### src/rtl/folded_threshold_eval.sv
// ---------------------------------------------------------------------------
// folded_threshold_eval
//
// Sequential threshold / majority evaluator. An N-bit vector arrives as a
// stream of LANES-bit chunks (chunk k carries x[k*LANES+i] on bit i). The
// popcount is accumulated chunk by chunk. When the vector is complete, the
// decision (count >= THRESH) and the count are presented on a valid/ready
// result port.
//
// Optional build macro: FOLDED_EARLY_EXIT_EN
//   When defined, a vector's result is issued as soon as it can no longer
//   change. That is the case once the count has reached THRESH, or once the
//   bits still to come cannot lift it to THRESH. The remaining chunks of that
//   vector are still consumed, but they do not produce a second result. When
//   the macro is undefined, out_early is tied low.
//
// Ports
//   clk        rising-edge clock
//   rst_n      asynchronous active-low reset
//   in_valid   chunk present on in_data
//   in_ready   block can accept a chunk (!out_valid || out_ready)
//   in_data    LANES-bit chunk
//   out_valid  result held on out_y / out_count / out_early
//   out_ready  consumer takes the result
//   out_y      1 when count >= THRESH
//   out_count  popcount used for the decision
//   out_early  result decided before the final chunk
//   busy       a vector is partially accepted (chunk index != 0)
// ---------------------------------------------------------------------------
module folded_threshold_eval #(
    parameter int N      = 47,
    parameter int LANES  = 8,
    parameter int THRESH = (N + 1) / 2
) (
    input  logic                     clk,
    input  logic                     rst_n,
    input  logic                     in_valid,
    output logic                     in_ready,
    input  logic [LANES-1:0]         in_data,
    output logic                     out_valid,
    input  logic                     out_ready,
    output logic                     out_y,
    output logic [$clog2(N+1)-1:0]   out_count,
    output logic                     out_early,
    output logic                     busy
);

    localparam int CHUNKS    = (N + LANES - 1) / LANES;
    localparam int CW        = $clog2(N + 1);
    localparam int IW        = (CHUNKS > 1) ? $clog2(CHUNKS) : 1;
    // Number of live lanes in the final chunk; lanes above this are padding.
    localparam int LAST_BITS = N - (CHUNKS - 1) * LANES;
    localparam logic [IW-1:0] LAST_IDX = IW'(CHUNKS - 1);

    typedef enum logic [0:0] {
        ST_IDLE  = 1'b0,
        ST_ACCUM = 1'b1
    } state_e;

    // Population count of one chunk. On the final chunk, the padding lanes are
    // dropped so that garbage above bit N-1 never reaches the count.
    function automatic logic [CW-1:0] masked_popcount(input logic [LANES-1:0] data,
                                                      input logic last);
        logic [CW-1:0] cnt;
        cnt = {CW{1'b0}};
        for (int i = 0; i < LANES; i++) begin
            cnt = cnt + CW'(data[i] && (!last || (i < LAST_BITS)));
        end
        return cnt;
    endfunction

`ifdef FOLDED_EARLY_EXIT_EN
    // Bits of the vector still to arrive once chunk idx has been accepted.
    function automatic int bits_after(input logic [IW-1:0] idx);
        int done_bits;
        done_bits = (int'(idx) + 1) * LANES;
        return (done_bits >= N) ? 0 : (N - done_bits);
    endfunction
`endif

    state_e          state_q, state_d;
    logic [IW-1:0]   idx_q, idx_d;
    logic [CW-1:0]   acc_q, acc_d;
    logic            out_valid_q, out_valid_d;
    logic            out_y_q, out_y_d;
    logic [CW-1:0]   out_count_q, out_count_d;
    logic            out_early_q, out_early_d;
    logic            busy_q, busy_d;
`ifdef FOLDED_EARLY_EXIT_EN
    logic            decided_q, decided_d;
    logic            decide_hi_s;
    logic            decide_lo_s;
`endif

    logic            in_ready_s;
    logic            accept_s;
    logic            is_last_s;
    logic [CW-1:0]   chunk_pop_s;
    logic [CW-1:0]   acc_sum_s;
    logic            load_s;
    logic            load_early_s;

    // A consumed result frees the register in the same cycle, so a new chunk
    // may be taken while the old result is being handed over.
    assign in_ready_s = !out_valid_q || out_ready;

    // Chunk acceptance, running count and result-load decision.
    always_comb begin
        accept_s     = in_valid && in_ready_s;
        is_last_s    = (idx_q == LAST_IDX);
        chunk_pop_s  = masked_popcount(in_data, is_last_s);
        acc_sum_s    = acc_q + chunk_pop_s;
        load_s       = 1'b0;
        load_early_s = 1'b0;
`ifdef FOLDED_EARLY_EXIT_EN
        decide_hi_s  = (int'(acc_sum_s) >= THRESH);
        decide_lo_s  = ((int'(acc_sum_s) + bits_after(idx_q)) < THRESH);
        decided_d    = decided_q;
        // On the final chunk no bits remain, so one of the two tests always
        // holds. A vector that has not decided yet therefore resolves there.
        if (accept_s && !decided_q && (decide_hi_s || decide_lo_s)) begin
            load_s       = 1'b1;
            load_early_s = !is_last_s;
        end else begin
            load_s       = 1'b0;
            load_early_s = 1'b0;
        end
        if (accept_s) begin
            decided_d = is_last_s ? 1'b0 : (decided_q || load_s);
        end else begin
            decided_d = decided_q;
        end
`else
        load_s       = accept_s && is_last_s;
        load_early_s = 1'b0;
`endif
    end

    // Next-state logic; IDLE always corresponds to chunk index 0.
    always_comb begin
        state_d = state_q;
        case (state_q)
            ST_IDLE: begin
                if (accept_s && !is_last_s) begin
                    state_d = ST_ACCUM;
                end else begin
                    state_d = ST_IDLE;
                end
            end
            ST_ACCUM: begin
                if (accept_s && is_last_s) begin
                    state_d = ST_IDLE;
                end else begin
                    state_d = ST_ACCUM;
                end
            end
            default: begin
                state_d = ST_IDLE;
            end
        endcase
    end

    // Chunk index and accumulator; both clear when the last chunk is taken.
    always_comb begin
        idx_d = idx_q;
        acc_d = acc_q;
        if (accept_s) begin
            if (is_last_s) begin
                idx_d = {IW{1'b0}};
                acc_d = {CW{1'b0}};
            end else begin
                idx_d = idx_q + 1'b1;
                acc_d = acc_sum_s;
            end
        end else begin
            idx_d = idx_q;
            acc_d = acc_q;
        end
        busy_d = (idx_d != {IW{1'b0}});
    end

    // Result register: a new result takes priority over the handshake clear.
    always_comb begin
        out_valid_d = out_valid_q;
        out_y_d     = out_y_q;
        out_count_d = out_count_q;
        out_early_d = out_early_q;
        if (load_s) begin
            out_valid_d = 1'b1;
            out_y_d     = (int'(acc_sum_s) >= THRESH);
            out_count_d = acc_sum_s;
            out_early_d = load_early_s;
        end else if (out_valid_q && out_ready) begin
            out_valid_d = 1'b0;
        end else begin
            out_valid_d = out_valid_q;
        end
    end

    // State, datapath and result flops.
    always_ff @(posedge clk or negedge rst_n) begin
        if (!rst_n) begin
            state_q     <= ST_IDLE;
            idx_q       <= {IW{1'b0}};
            acc_q       <= {CW{1'b0}};
            out_valid_q <= 1'b0;
            out_y_q     <= 1'b0;
            out_count_q <= {CW{1'b0}};
            out_early_q <= 1'b0;
            busy_q      <= 1'b0;
`ifdef FOLDED_EARLY_EXIT_EN
            decided_q   <= 1'b0;
`endif
        end else begin
            state_q     <= state_d;
            idx_q       <= idx_d;
            acc_q       <= acc_d;
            out_valid_q <= out_valid_d;
            out_y_q     <= out_y_d;
            out_count_q <= out_count_d;
            out_early_q <= out_early_d;
            busy_q      <= busy_d;
`ifdef FOLDED_EARLY_EXIT_EN
            decided_q   <= decided_d;
`endif
        end
    end

    assign in_ready  = in_ready_s;
    assign out_valid = out_valid_q;
    assign out_y     = out_y_q;
    assign out_count = out_count_q;
    assign out_early = out_early_q;
    assign busy      = busy_q;

endmodule

### config.mk
export PLATFORM = sky130hd
export DESIGN_NAME = folded_threshold_eval
export DESIGN_NICKNAME = d
export VERILOG_FILES = /design/src/rtl/folded_threshold_eval.sv
export SDC_FILE = /design/constraint.sdc
export NUM_CORES = 1
export LEC_CHECK = 0
export CAP_MARGIN = 20
export CELL_PAD_IN_SITES_DETAIL_PLACEMENT = 0
export CELL_PAD_IN_SITES_GLOBAL_PLACEMENT = 2
export CORE_UTILIZATION = 29
export CTS_CLUSTER_DIAMETER = 150
export DETAILED_ROUTE_END_ITERATION = 8
export GPL_TIMING_DRIVEN = 0
export MAX_ROUTING_LAYER = met4
export PLACE_DENSITY_LB_ADDON = 0.08
export SLEW_MARGIN = 40
export SYNTH_ARGS = -nofsm -noshare
export SYNTH_HDL_FRONTEND = slang
export SYNTH_SLANG_ARGS = --single-unit
### constraint.sdc
create_clock -name clk -period 7.3 [get_ports clk]
set_input_delay 1.46 -clock clk [delete_from_list [all_inputs] [get_ports clk]]
set_output_delay 1.46 -clock clk [all_outputs]
set_load 0.03 [all_outputs]
==> impl_metrics.env <==
export IMPL_place_area_um2=1280
export IMPL_post_cts_resized=0
export IMPL_crit_path_end="out_y"
export IMPL_core_area_um2=3360
export IMPL_grt_pass1_wl_um=3380
export IMPL_drc=0
export IMPL_fin_crit_ns=4.53
export IMPL_critical_path_class="primary input to flip-flop"
export IMPL_r2r_end="out_y"
export IMPL_synth_top_area_share=0.442
export IMPL_fin_skew_ns=0.00800
export IMPL_syn_area_um2=1020
export IMPL_grt_util_all_layers=0.132
export IMPL_setup_viol=0
export IMPL_hold_class="flip-flop to flip-flop"
export IMPL_drtIter0Drc=12
export IMPL_rsz0062_at_grt="false"
export IMPL_fin_cells=171
export IMPL_cts_hold_buf=0
export IMPL_p_switching_mw=0.254
export IMPL_status="finished, final reports clean"
export IMPL_cap_violations=0
export IMPL_reg2reg_depth=12
export IMPL_total_power_mw=0.580
export IMPL_synthTopCellsByArea="dfrtp_1 (44%), fa_1 (9.8%), ha_1 (7.4%), nand2_1 (7.0%), inv_1 (3.7%)"
export IMPL_n_antenna_cell=0
export IMPL_drt_pre_antenna_iters=4
export IMPL_totalWireLength_um=1930
export IMPL_synth_largest_area_cell="dfrtp_1"
export IMPL_synthToLayoutAreaGrowth_pct=29.4
export IMPL_endpoint_kind="flip-flop"
export IMPL_viasPerCell=4.38
export IMPL_fin_nets=149
export IMPL_power_frac_seq=0.309
export IMPL_die_w_um=61.3
export IMPL_slew_violations=0
export IMPL_period_share=0.620
export IMPL_leakage_nw=0.632
export IMPL_drive_gt1_frac=0.104
export IMPL_pwr_share_comb=0.585
export IMPL_core_rowCount=21
export IMPL_tritoncts="yes"
export IMPL_syn_nets=123
export IMPL_cts_root_buf="clkbuf_4"
export IMPL_crit_arrival_ns=4.74
export IMPL_ys_warn_count=0
export IMPL_ys_ff_latch=18
export IMPL_postSynthCellCount=100
export IMPL_dpl_cell_count=167
export IMPL_async_flop_share=1.00
export IMPL_io_pins=23
export IMPL_htree_levels=1
export IMPL_grt_overflow=0
export IMPL_tns_ns=0
export IMPL_intPower_mw=0.326
export IMPL_antenna_found_initial=0
export IMPL_ys_seq_area_frac=0.442
export IMPL_place_gp_congestion=0.765
export IMPL_clockBufferDepth=2
export IMPL_grt_pass1_vias=698
export IMPL_holdWs_ns=0.479
export IMPL_design_area_um2=1320
export IMPL_synth_most_common_cell="nand2_1"
export IMPL_syn_avg_cell_area_um2=10.2
export IMPL_wl_per_cell_um=11.3
export IMPL_dieArea_um2=3750
export IMPL_die_y_um=61.3
export IMPL_yosys_most_used_dff="dfrtp_1"
export IMPL_clock_latency_ns=0.29
export IMPL_netSwitchingFraction=0.438
export IMPL_post_cts_setup_buffer_count=0
export IMPL_r2r_start="idx_q[2]"
export IMPL_synth_edf_count=0
export IMPL_path_max_fanout=3
export IMPL_crit_required_ns=7.52
export IMPL_r2r_slack_ns=4.10
export IMPL_cts_buffers=3
export IMPL_clkTransAtPathRegs_ns=0.10
export IMPL_fmax_ghz=0.221
export IMPL_ir_worst_vdd_v=0.000213
export IMPL_vias=749
export IMPL_finalHoldViolations=0
export IMPL_port_buffers=21
export IMPL_start_util=0.303
export IMPL_startpoint_type="primary input"
export IMPL_clock_sinks=18
export IMPL_drtAntennaViolNets=0
export IMPL_power_density_nw_per_um2=440
export IMPL_crit_start="in_data[0]"
export IMPL_pwr_share_clk=0.105
export IMPL_grt_max_degree=19
export IMPL_ys_types=26
export IMPL_place_hpwl_um=1560
export IMPL_ys_top_cells_by_count="nand2_1 (19), dfrtp_1 (18), inv_1 (10)"
-- cells in the final DEF, fill, tap and decap left out, drive strengths merged --
master	Yosys	final
a31oi	2	2
or2	1	1
o22ai	1	1
xnor2	5	5
a21oi	3	3
ha	6	6
dfrtp	18	18
clkdlybuf4s50	0	20
nand2b	1	1
inv	10	10
a22o	3	3
o21ai	7	7
a21o	3	3
nor2	4	4
fa	5	5
nand2	20	20
nor3b	1	1
clkbuf	0	4
nand3	4	4
conb	1	1
nor3	3	3
buf	2	3
-- power by group through the flow --
| stage | Combinational, mW | Sequential [mW] | Clock [mW] |
|---|---|---|---|
| finish | 0.340 | 0.179 | 0.0611 |
| global route | 0.383 | 0.186 | 0.0682 |
| CTS | 0.343 | 0.180 | 0.0647 |
| detailed placement | 0.341 | 0.182 | 0 |
| global placement | 0.338 | 0.179 | 0 |
| floorplan | 0.199 | 0.216 | 0 |
-- critical path: stages --
cell	delay, ns
clkdlybuf4s50_1	0.43
fa_1	0.54
inv_1	0.05
fa_1	0.47
fa_1	0.53
fa_1	0.17
inv_1	0.07
fa_1	0.41
nand3_1	0.10
nand2_1	0.08
xnor2_2	0.21
nand2_1	0.07
a31oi_1	0.16
-- cell families (layout without fill, tap and decap cells) --
group,after synthesis,count (layout),synth area share
simple gates,34,34,0.165
compound gates,19,19,0.115
flops,18,18,0.442
buf+inv,12,37,0.0516
fa+ha+maj,11,11,0.172
xor+xnor,5,5,0.0504
other cells,1,1,0.00368
-- metrics by stage --
step	worst slack [ns]	util
final	2.77	0.392
after global routing	2.63	0.392
after CTS	2.78	0.392
after detailed placement	2.48	0.381
after global placement	2.51	0.382
after floorplan	3.11	-
-- layout make-up --
class | count | area (um2)
sequential | 18 | 450
buffer | 2 | 15.0
tap | 46 | 57.6
clock buffer | 4 | 36.3
timing repair buffer | 21 | 205
inverter | 10 | 37.5
multi-input combinational | 70 | 515
fill | 365 | 2050
-- per-layer routing --
metal | vias up | wire length (um) | share of wire | global-route usage
met1 | 356 | 940 | 0.49 | 0.180
met3 | 2 | 61 | 0.032 | 0.0378
li1 | 378 | - | - | -
met4 | 0 | 16 | 0.0083 | 0.0292
met5 | - | 0 | 0 | -
met2 | 13 | 913 | 0.47 | 0.193
-- worst min-delay path by stage --
stage	start	end	slack, ns	cells after the start
2_1_floorplan	acc_q[0]	acc_q[0]	0.46	2
3_3_place_gp	out_count[1]	out_count[1]	0.46	2
3_5_place_dp	out_count[1]	out_count[1]	0.46	2
4_1_cts	out_count[1]	out_count[1]	0.49	2
5_1_grt	out_count[1]	out_count[1]	0.50	2
6_report	out_count[1]	out_count[1]	0.48	2
-- flip-flops by register name, summed over array words and instances (netlist names) --
register / cells
acc_q: 6
out_count: 6
idx_q: 3
busy: 1
out_valid: 1
out_y: 1
No activity file was read; power rests on OpenSTA's default activity.
==> RTL change (same flow settings) <==
Build with the macro `FOLDED_EARLY_EXIT_EN` defined.
--- a/src/rtl/folded_threshold_eval.sv
+++ b/src/rtl/folded_threshold_eval.sv
@@ -27,6 +27,8 @@
 //   out_early  result decided before the final chunk
 //   busy       a vector is partially accepted (chunk index != 0)
 // ---------------------------------------------------------------------------
+`define FOLDED_EARLY_EXIT_EN
+
 module folded_threshold_eval #(
     parameter int N      = 47,
     parameter int LANES  = 8,
Function: changed (a bounded check fails within 4 cycles, from zero or initial values and one cycle with rst_n low).
==> RTL change against the unedited design <==
  * Wire length up 130%
  * Area after synthesis rose by 71%
  * Setup slack got worse by 2.6 ns
  * First-iteration DRC count increased to 4.7 times the old value
  * Design area rose by 81%
  * Synthesized cell count up 84%
  * Sequential cell count grew 2
  * Critical endpoint is now out_count[1]$_DFFE_PN0P_
Power is not shown: default switching activity piles up to over one toggle a cycle in this logic, so the estimate is an artifact.
==> RTL change: results (changes against the unedited design) <==
- FFs & Latches: 20 (was 18)
- DR vias/cell: 5.00 (was 4.38)
- FF-to-FF setup slack: 1.00 ns (was 4.10 ns)
- M1 WL: 2.07 mm (was 940 µm)
- Drt wl/cell: 14.9 µm (was 11.3 µm)
- Final Core Density: 42.2% (was 39.2%)
- Worst Setup EP: out_count[1]$_DFFE_PN0P_ (was out_y$_DFFE_PN0P_)
- Clock-cell share of area: 1.73% (was 2.75%)
- FF/Latch Area: 500 µm² (was 450 µm²)
- GR Util met1: 20.0% (was 18.0%)
- Max Fanout on Critical Path: 5 (was 3)
- Inverter count: 19 (was 10)
- WL met3: 122 µm (was 61 µm)
- Arr. time, crit path: 7.27 ns (was 4.74 ns)
- Initial DRC count: 56 (was 12)
- PortBufs: 22 (was 21)
- Core area: 5640 µm² (was 3360 µm²)
- Clock transition at path regs: 0.08 ns (was 0.10 ns)
- Syn_nets: 223 (was 123)
- Multi-In Gates: 141 (was 70)
- Adder-Cell Fraction of Synth Area: 22.7% (was 17.2%)
- Vias in the first global route: 1458 (was 698)
- Latest clock arrival within the worst-skew pair: 0.26 ns (was 0.29 ns)
- Synth Area in XOR/XNOR: 5.30% (was 5.04%)
- Met3 GRT Util: 1.71% (was 3.78%)
- Top post-synthesis cells by count: 25 x nand2_1, 22 x ha_1, 20 x dfrtp_1, 19 x inv_1, 9 x o21ai_0 (was 19 x nand2_1, 18 x dfrtp_1, 10 x inv_1, 6 x ha_1, 6 x o21ai_0)
- Final Wtd Congestion: 0.808 (was 0.765)
- Share of post-route cells with drive strength above 1: 25.6% (was 10.4%)
- Worst hold path startpoint: acc_q[1]$_DFFE_PN0P_ (was out_count[1]$_DFFE_PN0P_)
- Status: finished, final reports clean (unchanged)
- Non-clk bufs: 40 (was 23)
- Total GRT Usage: 15.4% (was 13.2%)
- GR Layer Usage met2: 25.6% (was 19.3%)
- Post-synthesis mux area share: 4.44% (was 0%)
## RTL change: cell count changes after synthesis, moves of 3 or more
cell | before | now
ha_1 | 6 | 22
inv_1 | 10 | 19
mux2_2 | 0 | 6
nand2_1 | 19 | 25
nor2_1 | 3 | 7
o211ai_1 | 0 | 4
a22o_1 | 3 | 0
and2_1 | 0 | 3
nor2b_1 | 0 | 3
o21ai_0 | 6 | 9
o31ai_1 | 0 | 3
or3_1 | 0 | 3
## RTL change: per-stage QoR
stage / hold WS [ns] / setup WS (ns) / instances / TNS, ns
6_report: 0.495 / 0.171 / 295 / 0
5_1_grt: 0.530 / -0.122 / 295 / -0.771
4_1_cts: 0.506 / 0.000696 / 291 / 0
3_5_place_dp: 0.489 / -1.13 / 278 / -9.48
3_3_place_gp: 0.473 / -1.15 / 278 / -9.65
2_1_floorplan: 0.445 / 0.0316 / 184 / 0
## RTL change: what timing repair did
action                                  CTS  global route
hold buffers                              0             0
gates resized for setup                  44             8
endpoints found under the setup margin   10            10
pin swaps                                21            22
buffers inserted                         10             4
